==> src/rtl/pio_arbiter.sv <==
// Two-master arbiter for the shared PIO register bus: turns per-master req/ack
// handshakes into PIO write cycles and two-cycle (latch, then drive) read cycles.
module pio_arbiter #(
  parameter int unsigned FIXED_PRIO = 0
) (
  input  logic       clk,
  input  logic       rst,
  input  logic       m0_req,
  input  logic       m1_req,
  input  logic       m0_we,
  input  logic       m1_we,
  input  logic [3:0] m0_addr,
  input  logic [3:0] m1_addr,
  input  logic [7:0] m0_wdata,
  input  logic [7:0] m1_wdata,
  output logic [7:0] m0_rdata,
  output logic [7:0] m1_rdata,
  output logic       m0_ack,
  output logic       m1_ack,
  output logic [3:0] pio_addr,
  output logic [7:0] pio_wdata,
  input  logic [7:0] pio_rdata,
  output logic       pio_wren,
  output logic       pio_rden,
  output logic       pio_ce
);

  typedef enum logic [2:0] {
    IDLE = 3'd0,
    WR   = 3'd1,
    RD1  = 3'd2,
    RD2  = 3'd3,
    DONE = 3'd4
  } state_e;

  state_e     state_q, state_d;
  logic       gnt_q, gnt_d;
  logic       last_q, last_d;
  logic       we_q, we_d;
  logic [3:0] addr_q, addr_d;
  logic [7:0] wdata_q, wdata_d;
  logic [7:0] m0_rdata_q, m0_rdata_d;
  logic [7:0] m1_rdata_q, m1_rdata_d;
  logic       m0_ack_q, m0_ack_d;
  logic       m1_ack_q, m1_ack_d;
  logic [3:0] pio_addr_q, pio_addr_d;
  logic [7:0] pio_wdata_q, pio_wdata_d;
  logic       pio_wren_q, pio_wren_d;
  logic       pio_rden_q, pio_rden_d;
  logic       pio_ce_q, pio_ce_d;

  logic       sel_s;
  logic       sel_we_s;
  logic [3:0] sel_addr_s;
  logic [7:0] sel_wdata_s;

  // Pick the winning master among the raw requests and mux its command
  always_comb begin
    sel_s = 1'b0;
    if (m0_req && m1_req) begin
      if (FIXED_PRIO != 0) begin
        sel_s = 1'b0;
      end else begin
        sel_s = ~last_q;
      end
    end else if (m1_req) begin
      sel_s = 1'b1;
    end else begin
      sel_s = 1'b0;
    end
    sel_we_s    = sel_s ? m1_we    : m0_we;
    sel_addr_s  = sel_s ? m1_addr  : m0_addr;
    sel_wdata_s = sel_s ? m1_wdata : m0_wdata;
  end

  // Next-state, command latch and read-data capture
  always_comb begin
    state_d    = state_q;
    gnt_d      = gnt_q;
    last_d     = last_q;
    we_d       = we_q;
    addr_d     = addr_q;
    wdata_d    = wdata_q;
    m0_rdata_d = m0_rdata_q;
    m1_rdata_d = m1_rdata_q;
    case (state_q)
      IDLE: begin
        if (m0_req || m1_req) begin
          gnt_d   = sel_s;
          last_d  = sel_s;
          we_d    = sel_we_s;
          addr_d  = sel_addr_s;
          wdata_d = sel_wdata_s;
          // Addresses 8..15 have no PIO port behind them: answer without a bus cycle
          if (sel_addr_s[3]) begin
            state_d = DONE;
            if (!sel_we_s && sel_s) begin
              m1_rdata_d = 8'h00;
            end else if (!sel_we_s) begin
              m0_rdata_d = 8'h00;
            end else begin
              m0_rdata_d = m0_rdata_q;
            end
          end else if (sel_we_s) begin
            state_d = WR;
          end else begin
            state_d = RD1;
          end
        end else begin
          state_d = IDLE;
        end
      end
      WR:   state_d = DONE;
      RD1:  state_d = RD2;
      RD2: begin
        state_d = DONE;
        if (gnt_q) begin
          m1_rdata_d = pio_rdata;
        end else begin
          m0_rdata_d = pio_rdata;
        end
      end
      DONE:    state_d = IDLE;
      default: state_d = IDLE;
    endcase
  end

  // Bus strobes and acks are decoded from the state being entered, so they register cleanly
  always_comb begin
    pio_ce_d    = 1'b0;
    pio_wren_d  = 1'b0;
    pio_rden_d  = 1'b0;
    pio_addr_d  = 4'h0;
    pio_wdata_d = 8'h00;
    m0_ack_d    = 1'b0;
    m1_ack_d    = 1'b0;
    case (state_d)
      WR: begin
        pio_ce_d    = 1'b1;
        pio_wren_d  = 1'b1;
        pio_addr_d  = addr_d;
        pio_wdata_d = wdata_d;
      end
      RD1, RD2: begin
        pio_ce_d   = 1'b1;
        pio_rden_d = 1'b1;
        pio_addr_d = addr_d;
      end
      DONE: begin
        m0_ack_d = ~gnt_d;
        m1_ack_d = gnt_d;
      end
      default: pio_ce_d = 1'b0;
    endcase
  end

  // State and output registers
  always_ff @(posedge clk) begin
    if (!rst) begin
      state_q     <= IDLE;
      gnt_q       <= 1'b0;
      last_q      <= 1'b1;
      we_q        <= 1'b0;
      addr_q      <= 4'h0;
      wdata_q     <= 8'h00;
      m0_rdata_q  <= 8'h00;
      m1_rdata_q  <= 8'h00;
      m0_ack_q    <= 1'b0;
      m1_ack_q    <= 1'b0;
      pio_addr_q  <= 4'h0;
      pio_wdata_q <= 8'h00;
      pio_wren_q  <= 1'b0;
      pio_rden_q  <= 1'b0;
      pio_ce_q    <= 1'b0;
    end else begin
      state_q     <= state_d;
      gnt_q       <= gnt_d;
      last_q      <= last_d;
      we_q        <= we_d;
      addr_q      <= addr_d;
      wdata_q     <= wdata_d;
      m0_rdata_q  <= m0_rdata_d;
      m1_rdata_q  <= m1_rdata_d;
      m0_ack_q    <= m0_ack_d;
      m1_ack_q    <= m1_ack_d;
      pio_addr_q  <= pio_addr_d;
      pio_wdata_q <= pio_wdata_d;
      pio_wren_q  <= pio_wren_d;
      pio_rden_q  <= pio_rden_d;
      pio_ce_q    <= pio_ce_d;
    end
  end

  assign m0_rdata  = m0_rdata_q;
  assign m1_rdata  = m1_rdata_q;
  assign m0_ack    = m0_ack_q;
  assign m1_ack    = m1_ack_q;
  assign pio_addr  = pio_addr_q;
  assign pio_wdata = pio_wdata_q;
  assign pio_wren  = pio_wren_q;
  assign pio_rden  = pio_rden_q;
  assign pio_ce    = pio_ce_q;

endmodule

==> config.mk <==
export PLATFORM = sky130hd
export DESIGN_NAME = pio_arbiter
export DESIGN_NICKNAME = d
export VERILOG_FILES = /design/src/rtl/pio_arbiter.sv
export SDC_FILE = /design/constraint.sdc
export NUM_CORES = 1
export LEC_CHECK = 0
export CORE_UTILIZATION = 32
export CTS_CLUSTER_SIZE = 10
export DETAILED_ROUTE_END_ITERATION = 12
export PLACE_DENSITY_LB_ADDON = 0.1
export SETUP_SLACK_MARGIN = 0.2
export SLEW_MARGIN = 20
export SYNTH_ARGS = -nofsm -noshare
export SYNTH_HDL_FRONTEND = slang
export SYNTH_SLANG_ARGS = --single-unit
==> constraint.sdc <==
create_clock -name clk -period 2.9 [get_ports clk]
set_input_delay 0.58 -clock clk [delete_from_list [all_inputs] [get_ports clk]]
set_output_delay 0.58 -clock clk [all_outputs]
set_load 0.005 [all_outputs]
Yosys cells after proc, flatten, opt, wreduce, memory -nomap -nowiden
Cells that the tools add are included.

Input bits: 38. Register bits after elaboration: 50.

Eq/ne operators: 14. Reduce and logical (&&, ||, !) cells: 15. Muxes and demuxes: 29. Bitwise gates (word level): 2.

Operator list (number): $mux W8 (12); $pmux W8 S2 (2); $ne A2 B2 Y1 const B (7); $eq A3 B2 Y1 const B (4); $mux W4 (3); $pmux W3 S3 (1); $mux W1 (8); $reduce_and A2 Y1 (4); $eq A3 B1 Y1 const B (2); $mux W3 (2); $reduce_and A6 Y1 (1); $reduce_and A5 Y1 (1); $reduce_or A2 Y1 (2); $eq A3 B3 Y1 const B (1); $logic_not A3 Y1 (1); $reduce_or A3 Y1 (1); $logic_and A1 B1 Y1 (2); $mux W2 (1); $not A1 Y1 (2); $reduce_bool A2 Y1 (1); $logic_not A1 Y1 (1); $logic_or A1 B1 Y1 (1).

Depth between registers and ports, before layout
Word-level depth: 10. Gate-level depth with buffers: 6.

Least setup slack after synthesis
Ideal clock, no wire load.

Path kind: input port to flip-flop. From: input m1_req. To: register pio_addr_q[3] (netlist: pio_addr[3]). Cell stages on the path: 5. Setup time: 133 ps. Setup slack: 1067 ps. Data required time: 2767 ps. Arrival time: 1700 ps. Cell sequence: a21boi_4 mux2i_1 buf_2 nand2_1 nor3b_1.

Cells in the longest elaborated chain, start to end: 10. Elaborated cells on any way between the ends: 17. Those cells by class: eq/ne: 3; mux: 10; reduce/logical: 4.

RTL lines: start: declaration (RTL line 9) `input logic m1_req,`; $mux W1 or $logic_and A1 B1 Y1 (tied branches) (RTL line 66, 60); $mux W1 (RTL line 60) `if (m0_req && m1_req) begin`; $mux W1 (RTL line 71) `sel_we_s = sel_s ? m1_we : m0_we;`; $mux W2 (RTL line 104) `end else if (sel_we_s) begin`; $mux W3 (RTL line 95) `if (sel_addr_s[3]) begin`; $mux W3 (RTL line 88) `if (m0_req || m1_req) begin`; $pmux W3 S3 (RTL line 86) `case (state_q)`; $eq A3 B2 Y1 or $eq A3 B1 Y1 (tied branches) (RTL line 137) `case (state_d)`; $reduce_or A3 Y1 (no source line); $reduce_and A2 Y1 (no source line); end signal: assignment (RTL line 186) `pio_addr_q <= pio_addr_d;`; end: declaration (RTL line 46) `logic [3:0] pio_addr_q, pio_addr_d;`.

Parallel ways exist; a longest one is shown, timed or not. A chain may end at the register's enable or synchronous reset.

Worst setup path after layout
From: input m1_req. To: register m0_rdata_q[4] (netlist: m0_rdata[4]).

Cells in the longest elaborated chain, start to end: 7. Elaborated cells on any way between the ends: 13. Those cells by class: eq/ne: 4; mux: 4; reduce/logical: 5.

RTL lines: $mux W1 or $logic_and A1 B1 Y1 (tied branches) (RTL line 66, 60); $mux W1 (RTL line 60); $mux W1 (RTL line 71); $logic_not A1 Y1; $logic_and A1 B1 Y1 (RTL line 97) `if (!sel_we_s && sel_s) begin`; $ne A2 B2 Y1 (no source line); $reduce_and A6 Y1 (no source line) *; end signal: assignment (RTL line 182) `m0_rdata_q <= m0_rdata_d;`; end: declaration (RTL line 42) `logic [7:0] m0_rdata_q, m0_rdata_d;`.

Every way passes the cells marked *; elsewhere a longest branch is shown, timed or not.

==> results.json <==
{
  "status": "completed",
  "io_buffer_count": 70,
  "grt_pass1_wl_mm": 8.07,
  "worst_pin_slew_ps": 561,
  "start_kind": "primary input",
  "drive_above_1_share_pct": 12.6,
  "fin_crit_sh_pct": 72.9,
  "cts_sinks": 50,
  "dieArea_mm2": 0.00671,
  "antenna_left": 0,
  "overflow": 0,
  "ys.flop_type": "dfxtp_1",
  "fin_worst_skew_ps": 6.78,
  "drc": 0,
  "vias": 1743,
  "cts_resized": 0,
  "syn-cell-area_mm2": 0.00204,
  "maxSlewHeadroom_pct": 62.1,
  "arrival_ps": 2320,
  "multi_input_area_um2": 966,
  "grt_pass1_vias": 1649,
  "grt_usage_pct": 16.0,
  "clockRootBuffer": "clkbuf_8",
  "drv_slew": 0,
  "numCtsBuffers": 5,
  "htreeDepth": 2,
  "wl_per_cell_um": 13.8,
  "ys_warn_count": 0,
  "syn_to_final_growth_pct": 45.0,
  "die_w_um": 81.9,
  "cts_hold_buf": 0,
  "hold_viol": 0,
  "syn_inst": 204,
  "grt_max_degree": 23,
  "final_nets": 315,
  "cap_violations": 0,
  "period_needed_ps": 2110,
  "worstHoldPathType": "reg -> reg",
  "syn_area_per_cell_um2": 10.0,
  "vdd_drop_max_mv": 0.301,
  "rsz0062_at_grt": "false",
  "finalSetupTns_ps": 0,
  "post_cts_buffers": 0,
  "path_class": "in -> reg",
  "power_leakage_nw": 1.15,
  "place.gp.congestion": 0.708,
  "ys_ff_latch": 50,
  "power.density_mw_per_mm2": 557,
  "coreArea_mm2": 0.00603,
  "hpwl_mm": 3.54,
  "chipHeight_um": 81.9,
  "initial_core_util_pct": 33.9,
  "cp_max_fo": 13,
  "clkLatencyLatePin_ps": 310,
  "via_per_inst": 4.94,
  "rows": 28,
  "routed_wl_mm": 4.88,
  "seq_area_frac_synth_pct": 49.0,
  "synth_edf_count": 0,
  "ios": 71,
  "crit_required_ps": 3110,
  "cts_tree": "built",
  "diodes": 0,
  "async_flop_share_pct": 0,
  "synth_fp_nets": 242,
  "firstDrtPassIters": 4,
  "drtIter0Drc": 63,
  "synth_cell_types": 37,
  "n_fill_cell": 590,
  "clk_pin_slew_worst_paths_ps": 100,
  "worst_setup_path_end_kind": "register",
  "setup_viol": 0,
  "regArea_mm2": 0.00100,
  "clk_path_buf_depth": 2,
  "max_freq_ghz": 0.473,
  "antenna_found_initial": 0,
  "hold_slack_ps": 495
}
## state kept, by name (all words and copies together) (netlist names)
signal and count:
m0_rdata 8, m1_rdata 8, pio_wdata 8, wdata_q 8
addr_q 4, pio_addr 4, state_q 3, gnt_q 1
last_q 1, m0_ack 1, m1_ack 1, pio_ce 1
pio_rden 1, pio_wren 1
## cells in the mapped netlist, types with 2 or more instances
master / number / area share (%)
o211ai_1: 8 / 2.9
nand2_1: 17 / 3.1
mux2_2: 11 / 6.1
and2_1: 2 / 0.61
nor3b_1: 2 / 0.73
nor2_1: 27 / 5.0
nand3_1: 8 / 2.0
a21oi_1: 9 / 2.2
a311oi_1: 7 / 3.0
o21a_1: 3 / 1.1
o21ai_0: 4 / 0.98
mux2i_1: 14 / 6.9
clkbuf_1: 5 / 0.92
inv_1: 4 / 0.73
o2111ai_1: 7 / 3.0
and3_1: 2 / 0.61
dfxtp_1: 50 / 49
buf_2: 5 / 1.2
## placed cells by master (no fill, tap or decap), types with 3 or more instances in the layout
| cell | instances |
|---|---|
| clkdlybuf4s50_1 | 70 |
| clkbuf_8 | 5 |
| o21a_1 | 3 |
| mux2i_1 | 14 |
| nand2_1 | 17 |
| o21ai_0 | 4 |
| inv_1 | 4 |
| a311oi_1 | 7 |
| nor2_1 | 27 |
| a21oi_1 | 9 |
| buf_4 | 7 |
| o2111ai_1 | 7 |
| mux2_2 | 11 |
| dfxtp_1 | 50 |
| o211ai_1 | 8 |
| nand3_1 | 8 |
## where the power goes
part,internal (W),switching (W),leakage [nW]
Sequential,0.000738,0.0000278,0.407
Combinational,0.000194,0.000179,0.688
Clock,0.000263,0.000250,0.0591
## path summary, 6_finish.rpt
path	start	to	slack, ps	depth (start not counted)
worst max-delay path	m1_req	m0_rdata[4]	790	6
worst min-delay path	addr_q[2]	addr_q[2]	500	2
worst max register to register	state_q[2]	pio_addr[3]	1020	4
worst min register to register	addr_q[2]	addr_q[2]	500	2
## cells by family (layout without fill, tap and decap cells)
group | count (synthesis) | in the layout | synth area share, %
multiplexers | 25 | 25 | 12.9
AND/OR/NAND/NOR | 67 | 67 | 16.8
flip-flops | 50 | 50 | 49.0
buffers and inverters | 16 | 90 | 3.79
AO/OA/AOI/OAI | 46 | 46 | 17.6
## per-layer routing
layer,track usage (%),share of wire (%)
met1,20.3,45
met2,26.2,49
met3,3.89,4.9
met4,5.96,1.2
met5,0,0
## final cells by class
type,instances,area share [%]
inverter,4,0.506
timing repair buffer,78,26.1
clock inverter,3,1.60
multi-input combinational,138,32.6
tap,75,3.16
clock buffer,5,2.32
sequential,50,33.8
## through the flow
step | power (W) | std cells | utilization (%) | area, µm² | worst slack [ps]
final | 0.00165 | 353 | 49.2 | 2970 | 786
after global routing | 0.00174 | 353 | 49.2 | 2970 | 639
after CTS | 0.00167 | 353 | 49.2 | 2970 | 785
after detailed placement | 0.00116 | 345 | 47.3 | 2850 | 464
after global placement | 0.00116 | 345 | 47.3 | 2850 | 505
after floorplan | 0.000998 | 204 | - | 2040 | 1070
## worst max-delay path: stages
cell	delay, ps
clkdlybuf4s50_1	490
a21boi_4	310
mux2i_1	220
buf_4	220
o21ai_2	170
a311oi_1	330
No activity file was read; power rests on OpenSTA's default activity.
